$ cat src/rtl/gb_oam_dma_arbiter.sv
// gb_oam_dma_arbiter: OAM DMA engine sharing one memory bus slot per clock with the CPU.
// During a transfer the CPU keeps HRAM and the DMA register; everything else is fenced off.
module gb_oam_dma_arbiter #(
    parameter logic [15:0] DMA_REG_ADDR = 16'hFF46,
    parameter logic [15:0] OAM_BASE     = 16'hFE00,
    parameter int          DMA_LEN      = 160,
    parameter logic [15:0] HRAM_LO      = 16'hFF80,
    parameter logic [15:0] HRAM_HI      = 16'hFFFE
) (
    input  logic        clk,
    input  logic        reset,
    input  logic [15:0] cpu_addr_i,
    input  logic [7:0]  cpu_data_i,
    input  logic        cpu_we_i,
    output logic [7:0]  cpu_data_o,
    output logic [15:0] mem_addr_o,
    output logic [7:0]  mem_data_o,
    output logic        mem_we_o,
    input  logic [7:0]  mem_data_i,
    output logic        dma_active_o
);
    typedef enum logic [1:0] {IDLE, START, READ, WRITE} state_t;

    state_t     state, state_n;
    logic [7:0] dma_src_q, idx_q, buf_q;
    logic [7:0] dma_src_n, idx_n, buf_n, page;
    logic       reg_hit, reg_wr, hram, cpu_own, dma_own, last;

    always_ff @(posedge clk or posedge reset) begin
        if (reset) begin
            state     <= IDLE;
            dma_src_q <= 8'hFF;
            idx_q     <= 8'h00;
            buf_q     <= 8'h00;
        end else begin
            state     <= state_n;
            dma_src_q <= dma_src_n;
            idx_q     <= idx_n;
            buf_q     <= buf_n;
        end
    end

    always_comb begin
        reg_hit = cpu_addr_i == DMA_REG_ADDR;
        reg_wr  = reg_hit && cpu_we_i;
        hram    = cpu_addr_i >= HRAM_LO && cpu_addr_i <= HRAM_HI;
        // Echo RAM pages E0-FF alias C0-DF
        page    = dma_src_q >= 8'hE0 ? dma_src_q - 8'h20 : dma_src_q;
        last    = idx_q == 8'(DMA_LEN - 1);
        cpu_own = !reg_hit && (state == IDLE || hram);
        dma_own = !cpu_own && (state == READ || state == WRITE);
        mem_addr_o   = !dma_own ? cpu_addr_i : state == READ ? {page, idx_q} : OAM_BASE + {8'h00, idx_q};
        mem_data_o   = dma_own ? buf_q : cpu_data_i;
        // A restart write in the same cycle as a DMA write wins and drops that write
        mem_we_o     = cpu_own ? cpu_we_i : dma_own && state == WRITE && !reg_wr;
        cpu_data_o   = reg_hit ? dma_src_q : cpu_own ? mem_data_i : 8'hFF;
        dma_active_o = state != IDLE;
        state_n   = state;
        dma_src_n = dma_src_q;
        idx_n     = idx_q;
        buf_n     = buf_q;
        if (reg_wr) begin
            dma_src_n = cpu_data_i;
            idx_n     = 8'h00;
            state_n   = START;
        end else if (state == START) begin
            state_n = READ;
        end else if (dma_own && state == READ) begin
            buf_n   = mem_data_i;
            state_n = WRITE;
        end else if (dma_own && state == WRITE) begin
            idx_n   = last ? 8'h00 : idx_q + 8'd1;
            state_n = last ? IDLE : READ;
        end
    end
endmodule

$ cat config.mk
export PLATFORM = sky130hd
export DESIGN_NAME = gb_oam_dma_arbiter
export DESIGN_NICKNAME = d
export VERILOG_FILES = /design/src/rtl/gb_oam_dma_arbiter.sv
export SDC_FILE = /design/constraint.sdc
export NUM_CORES = 1
export LEC_CHECK = 0
export CORE_MARGIN = 4
export CORE_UTILIZATION = 43
export CTS_CLUSTER_SIZE = 8
export DETAILED_ROUTE_END_ITERATION = 16
export GPL_TIMING_DRIVEN = 0
export HOLD_SLACK_MARGIN = 0.08
export PLACE_DENSITY_LB_ADDON = 0.2
export RECOVER_POWER = 100
export SYNTH_ARGS = -nofsm -noshare
export SYNTH_HDL_FRONTEND = slang
export SYNTH_SLANG_ARGS = --single-unit
$ cat constraint.sdc
create_clock -name clk -period 2.79 [get_ports clk]
set_input_delay 0.558 -clock clk [delete_from_list [all_inputs] [get_ports clk]]
set_output_delay 0.558 -clock clk [all_outputs]
set_load 0.05 [all_outputs]
; Yosys cells after proc, flatten, opt, wreduce, memory -nomap -nowiden
; Cells that the tools add are included.
[op_classes]
addsub = 3
magnitude_cmp = 3
n_eq_ne = 7
n_mux = 17
bitwise = 2
n_reduce_logical = 18
[op_table]
columns = operator, n
row1 = two-way mux 8 bit, 9
row2 = two-way mux 16 bit, 2
row3 = "== test 16 bit, second input constant", 1
row4 = ">= comparator 16 bit, second input constant", 1
row5 = "less-or-equal comparator 16 bit, second input constant", 1
row6 = "adder 10 x 9 -> 11 bit, first input constant", 1
row7 = two-way mux 2 bit, 5
row8 = "adder 8 x 1 -> 8 bit, second input constant", 1
row9 = "== test 8 bit, second input constant", 1
row10 = ">= comparator 8 bit, second input constant", 1
row11 = "subtractor 8 x 6 -> 8 bit, second input constant", 1
row12 = logical AND 1 bit, 7
row13 = AND reduction 3 bit, 2
row14 = "== test 2 bit, second input constant", 2
row15 = "inequality test 2 bit, second input constant", 2
row16 = nonzero test 2 bit, 2
row17 = nonzero test 4 bit, 1
row18 = zero test 1 bit, 3
row19 = "== test 2 x 1 -> 1 bit, second input constant", 1
row20 = zero test 2 bit, 1
row21 = logical OR 1 bit, 2
row22 = inverter 1 bit, 2
row23 = two-way mux 1 bit, 1
[word_totals]
regBits = 26
elab_cells = 54

; Logic depth before layout (Yosys ltp)
; Gate-level depths: netlist of the first run.
[logic_depth]
depth_word = 11
ltp_mapped = 7

; Least setup slack after synthesis of the first run
; No wires, ideal clock.
[synth_path]
path_kind = input to output
start = input cpu_addr_i[14]
end = output mem_addr_o[7]
arrival_ns = 2.336
t_required_ns = 2.232
path_slack_ns = -0.104
stages = 5
path_buffers = 1
cell_sequence = and4_1 > nand3_1 > o21ai_1 > clkbuf_1 > o21ai_0
[synth_between]
elab_chain_cells = 7
[synth_rtl]
columns = item, line_no
row1 = from (decl), 12  ; input logic [15:0] cpu_addr_i,
row2 = >= comparator 16 bit / less-or-equal comparator 16 bit (equally long branches), 46  ; hram = cpu_addr_i >= HRAM_LO && cpu_addr_i <= HRAM_HI;
row3 = logical AND 1 bit, 46
row4 = logical OR 1 bit, 50  ; cpu_own = !reg_hit && (state == IDLE || hram);
row5 = logical AND 1 bit (*), 50
row6 = zero test 1 bit (*), 51  ; dma_own = !cpu_own && (state == READ || state == WRITE);
row7 = logical AND 1 bit (*), 51
row8 = two-way mux 16 bit (*), 52  ; mem_addr_o = !dma_own ? cpu_addr_i : state == READ ? {page, idx_q} : OAM_BASE + {8'h00, idx_q};
row9 = to (decl), 16  ; output logic [15:0] mem_addr_o,
; Mark *: on every way between the ends. The rest lies on a longest branch, timed or not.

; Worst setup path in the final report of the first run
[layout_path]
start = input cpu_addr_i[13]
end = output mem_addr_o[13]
[layout_between]
elab_chain_cells = 7
[layout_rtl]
columns = item, line_no
row1 = >= comparator 16 bit / less-or-equal comparator 16 bit (equally long branches), 46
row2 = logical AND 1 bit, 46
row3 = logical OR 1 bit, 50
row4 = logical AND 1 bit, 50
row5 = zero test 1 bit, 51
row6 = logical AND 1 bit, 51
row7 = two-way mux 16 bit (*), 52
; Marked as above.

==> out/metrics.yaml, run 1 <==
synth-seq-area-share_pct: 38.4
max-cap-violations: 0
cp_max_fo: 7
power.leakage_nw: 1.24
worstSetupPathType: "input port to output port"
mappedNetlistArea_sq_mm: 0.00172
holdBufCountCts: 0
wl_met1_mm: 2.52
htreeDepth: 1
synth_ff_type: "dfrtp_1"
postLayoutCoreUtil_pct: 72.0
drt_pass1_iterations: 4
core_sq_mm: 0.00377
gr-usage-all-layers_pct: 22.6
dp.cells: 339
period_share_pct: 100
drc: 0
maxSlewViolCount: 0
worst_pin_slew_ns: 1.03
hold_path.class: "flip-flop to flip-flop"
fmax_ghz: 0.357
maxSlewHeadroom_pct: 31.4
yosysWarningCount: 0
p_total_mw: 1.59
worst_clock_skew_ns: 0.00348
antenna_left: 0
worstPathRequired_ns: 2.23
end_kind: "output port"
fin_ws_ns: -0.0133
max-clock-path-buffers: 2
hold_violations: 0
setup_viol: 2
drive_gt1_share_pct: 31.0
synth.distinct_cells: 38
cts_root_buf: "clkbuf_8"
cts_made_buffers: 3
drt-initial-drc-count: 198
clock-sinks: 26
postSynthNetCount: 260
clk_latency_ns: 0.28
grt_max_degree: 27
dieArea_sq_mm: 0.00507
wl_met2_mm: 2.73
preCtsSetupSlack_ns: -1.28
chipWidth_um: 71.2
hpwl_mm: 3.81
powerDensity_mw_per_mm2: 587
syn_inst: 223
via_count: 1995
violations: "setup timing"
routed_wl_mm: 5.88
stdcell_count: 358
hold_ws_ns: 0.473
finalNetCount: 348
cts_tree: "done"
synth-seq-cells: 26
avgSynthCellArea_sq_um: 7.71
num_antenna_cells: 0
crit_path_start_kind: "input port"
pin_count: 69
status: "finished with violations"
grt_pass1_vias: 1937
peakVddDrop_v: 0.000352
via_per_inst: 5.57
initial_core_util_pct: 45.6
globalplace.congestion: 0.891
clk_pin_slew_ns: 0.09
fp.dieH_um: 71.2
grt_antenna_before_repair: 0
cp.arrival_ns: 2.25
port_buffers: 68
overflow: 0
rows: 22
grt_pass1_wl_mm: 9.37
avgRoutedWirePerCell_um: 16.4
async_flop_share_pct: 100
met3WireLength_um: 538
top_layer: "met4"
syn_to_final_growth_pct: 58.0
fin_crit_ns: 2.80
synth_edf_count: 0
## path summary, 6_finish.rpt
check	from	end	slack, ns	cells past startpoint
min in group asynchronous	reset	idx_q[4]	0.96	2
max	cpu_addr_i[13]	mem_addr_o[13]	-0.01	9
min reg2reg	dma_src_q[4]	dma_src_q[4]	0.47	2
min	dma_src_q[4]	dma_src_q[4]	0.47	2
max in group asynchronous	reset	buf_q[6]	1.21	2
max reg2reg	idx_q[0]	idx_q[7]	0.81	6
## metal layers
metal	track usage, %	vias up
li1	-	951
met1	30.4	944
met2	36.9	91
met3	5.47	9
met4	5.22	0
met5	0	-
## cell usage after synthesis (2+ instances only)
master     n  area [sq um]
dfstp_2    8           210
ha_1       2          25.0
clkbuf_1   7          26.3
nor3_1     2          10.0
a21o_1     2          15.0
xnor2_1    3          26.3
a211oi_1   3          22.5
or4_1      2          15.0
dfrtp_1   18           450
a22o_1     3          26.3
nand4_1    7          43.8
nor4_1     2          12.5
nor2_1    13          48.8
o22a_1     8          70.1
o22ai_1    2          12.5
and4_1     2          17.5
mux2_2     8          90.1
buf_2      3          15.0
inv_1      7          26.3
nand3_1    6          30.0
buf_6      2          22.5
o21ai_0   13          65.1
a21oi_1    8          40.0
nand2_1   78           293
## cells in the final DEF (no fill, tap or decap), types with 5 or more instances in the layout
cell type,count
nand2_1,78
buf_4,33
clkdlybuf4s50_1,20
dfrtp_1,18
buf_6,14
nor2_1,12
o21ai_0,8
mux2_2,8
a21oi_1,8
o22a_1,8
dfstp_2,8
inv_1,7
nand4_1,7
clkbuf_2,6
buf_8,5
dlygate4sd2_1,5
## power breakdown
group	internal [mW]	switching (mW)	total [mW]
clock network	0.127	0.127	0.253
registers	0.451	0.101	0.552
logic	0.290	0.499	0.789
## through the flow
step	setup TNS [ns]	cell area (sq um)
6_report	-0.0255	2720
5_1_grt	-0.234	2720
4_1_cts	0	2620
3_5_place_dp	-36.26	2460
3_3_place_gp	-36.07	2460
2_1_floorplan	-0.509	1720
## layout make-up
cell class | count | area, sq um
fillers | 308 | 1050
well taps | 48 | 60.1
clock buffers | 4 | 55.1
flip-flops and latches | 26 | 661
repair buffers | 84 | 758
plain buffers | 11 | 121
multi-input cells | 178 | 1030
inverters | 7 | 26.3
## sequential cells by signal, indices dropped and copies added, names as in the netlist
register   flops
dma_src_q      8
buf_q          8
state          2
idx_q          8
## worst max-delay path, stage by stage
cell,delay [ns]
clkdlybuf4s50_1,0.50
and4_4,0.26
nand3_4,0.09
o21ai_4,0.17
buf_12,0.15
buf_8,0.11
nand2_1,0.06
o21ai_0,0.10
buf_4,0.24
## logic make-up (layout without fill, tap and decap cells)
kind of cell	count (synthesis)	after routing	synth area share, %
AOI/OAI and AO/OA	45	45	17.3
xor gates and xnor gates	3	3	1.53
adders and majority gates	2	2	1.46
buffers and inverters	19	106	5.24
DFF	26	26	38.4
muxes	8	8	5.24
and+or+nand+nor	120	120	30.8
## what timing repair did
item,CTS,global route
pin swaps,16,11
endpoints found under the setup margin,33,33
resized for setup,262,37
buffers inserted,4,9
cloned,2,1
Note: power is estimated with default switching activity, not from simulation.
==> inputs of run 2 (changes only) <==
REMOVE_ABC_BUFFERS = 1   (was unset)
==> out/metrics.yaml, run 2 (same netlist as run 1, synthesis figures left out) <==
cts_tree: "done"
worstSetupPathType: "input port to output port"
antenna_left: 0
worst_pin_slew_ns: 1.00
drt_pass1_iterations: 4
max_stage_delay_ns: 0.32
hpwl_mm: 3.58
htreeDepth: 1
clk_latency_ns: 0.27
end_kind: "output port"
via_per_inst: 5.60
hold_path.class: "flip-flop to flip-flop"
final_cell_mix: "78 x nand2_1, 24 x buf_6, 18 x dfrtp_1, 18 x clkdlybuf4s50_1, 15 x buf_4"
chipWidth_um: 71.2
via_count: 1971
grtUsageMet1_pct: 28.6
cts_root_buf: "clkbuf_8"
cp_num_buf_inv: 2
finalNetCount: 342
max-cap-violations: 0
dieArea_sq_mm: 0.00507
setup_viol: 0
cp.arrival_ns: 2.15
rows: 22
powerDensity_mw_per_mm2: 573
stdcell_count: 352
cts_made_buffers: 3
syn_to_final_growth_pct: 60.0
crit_slowest_cell: "or2_4"
hold_violations: 0
routed_wl_mm: 5.80
drc: 0
gr-usage-all-layers_pct: 21.5
grtUsageMet2_pct: 35.7
fin_setup_tns_ns: 0
worst_clock_skew_ns: 0.00665
port_buffers: 68
preCtsSetupSlack_ns: -1.68
max-clock-path-buffers: 2
final_common_cell: "nand2_1"
postLayoutCoreUtil_pct: 73.0
avgRoutedWirePerCell_um: 16.5
peakVddDrop_v: 0.000278
fp.dieH_um: 71.2
overflow: 0
grt_pass1_wl_mm: 8.85
pin_count: 69
fin_ws_ns: 0.0843
grt_pass1_vias: 1887
grt_use_met3_pct: 4.35
path_delay_family: "simple AND/OR/NAND/NOR gates"
clock-sinks: 26
maxSlewViolCount: 0
top_regs: "buf_q x8, dma_src_q x8, idx_q x8"
num_antenna_cells: 0
drt-initial-drc-count: 93
power.leakage_nw: 1.26
period_share_pct: 97.0
worstPathRequired_ns: 2.23
fin_crit_ns: 2.71
crit_chain: "dlygate4sd2_1 -> nand4_1 -> or2_4 -> a21boi_4 -> nand2_1 -> a21oi_1 -> buf_2"
core_sq_mm: 0.00377
fill_cells: 291
clk_pin_slew_ns: 0.09
maxSlewHeadroom_pct: 33.2
drive_gt1_share_pct: 27.3
hold_ws_ns: 0.476
dp.cells: 328
globalplace.congestion: 0.861
cp_max_fo: 7
crit_path_start_kind: "input port"
busiest_layer: "met2"
initial_core_util_pct: 45.6
status: "completed"
grt_max_degree: 27
grt_antenna_before_repair: 0
fmax_ghz: 0.370
[run 2: layout make-up]
type	instances	area, sq um	area share [%]
clock buffers	4	45.0	1.64
flip-flops and latches	26	661	24.0
repair buffers	88	913	33.2
inverters	7	26.3	0.955
well taps	48	60.1	2.18
multi-input cells	179	1050	38.0
[run 2: where the power goes]
| group | internal, mW | leakage (nW) | switching [mW] |
|---|---|---|---|
| combinational | 0.310 | 0.947 | 0.493 |
| sequential | 0.451 | 0.289 | 0.102 |
| clock | 0.102 | 0.0228 | 0.119 |
| total | 0.863 | 1.26 | 0.714 |
[run 2: what timing repair did]
action	in CTS	in global routing
buffers inserted	10	3
setup endpoints to repair	58	22
cloned	2	5
hold buffers	0	0
resized for setup	246	25
pin swaps	15	7
[run 2: per-layer routing]
| metal | vias to the layer above | part of all wire [%] |
|---|---|---|
| met4 | 0 | 1.1 |
| met3 | 6 | 9.2 |
| met2 | 100 | 48 |
| li1 | 940 | - |
| met5 | - | 0 |
| met1 | 925 | 42 |
[run 2: tightest hold or removal path: cells and delay by family (launching register included)]
family / cells / cell delay [ns]
flip-flops: 1 / 0.39
AND/OR/NAND/NOR: 2 / 0.09
[run 2: through the flow]
stage          power, mW  area, sq um
2_1_floorplan       1.07         1660
3_3_place_gp        1.33         2400
3_5_place_dp        1.34         2410
4_1_cts             1.55         2570
5_1_grt             1.67         2750
6_report            1.58         2750
[run 2: path summary, 6_finish.rpt]
| check | startpoint | end | slack [ns] | cells past startpoint |
|---|---|---|---|---|
| min | dma_src_q[4] | dma_src_q[4] | 0.48 | 2 |
| min in group asynchronous | reset | idx_q[4] | 0.95 | 2 |
| max in group asynchronous | reset | buf_q[7] | 1.23 | 2 |
| max reg2reg | idx_q[0] | idx_q[7] | 0.84 | 6 |
| max | cpu_addr_i[4] | mem_we_o | 0.08 | 7 |
| min reg2reg | dma_src_q[4] | dma_src_q[4] | 0.48 | 2 |
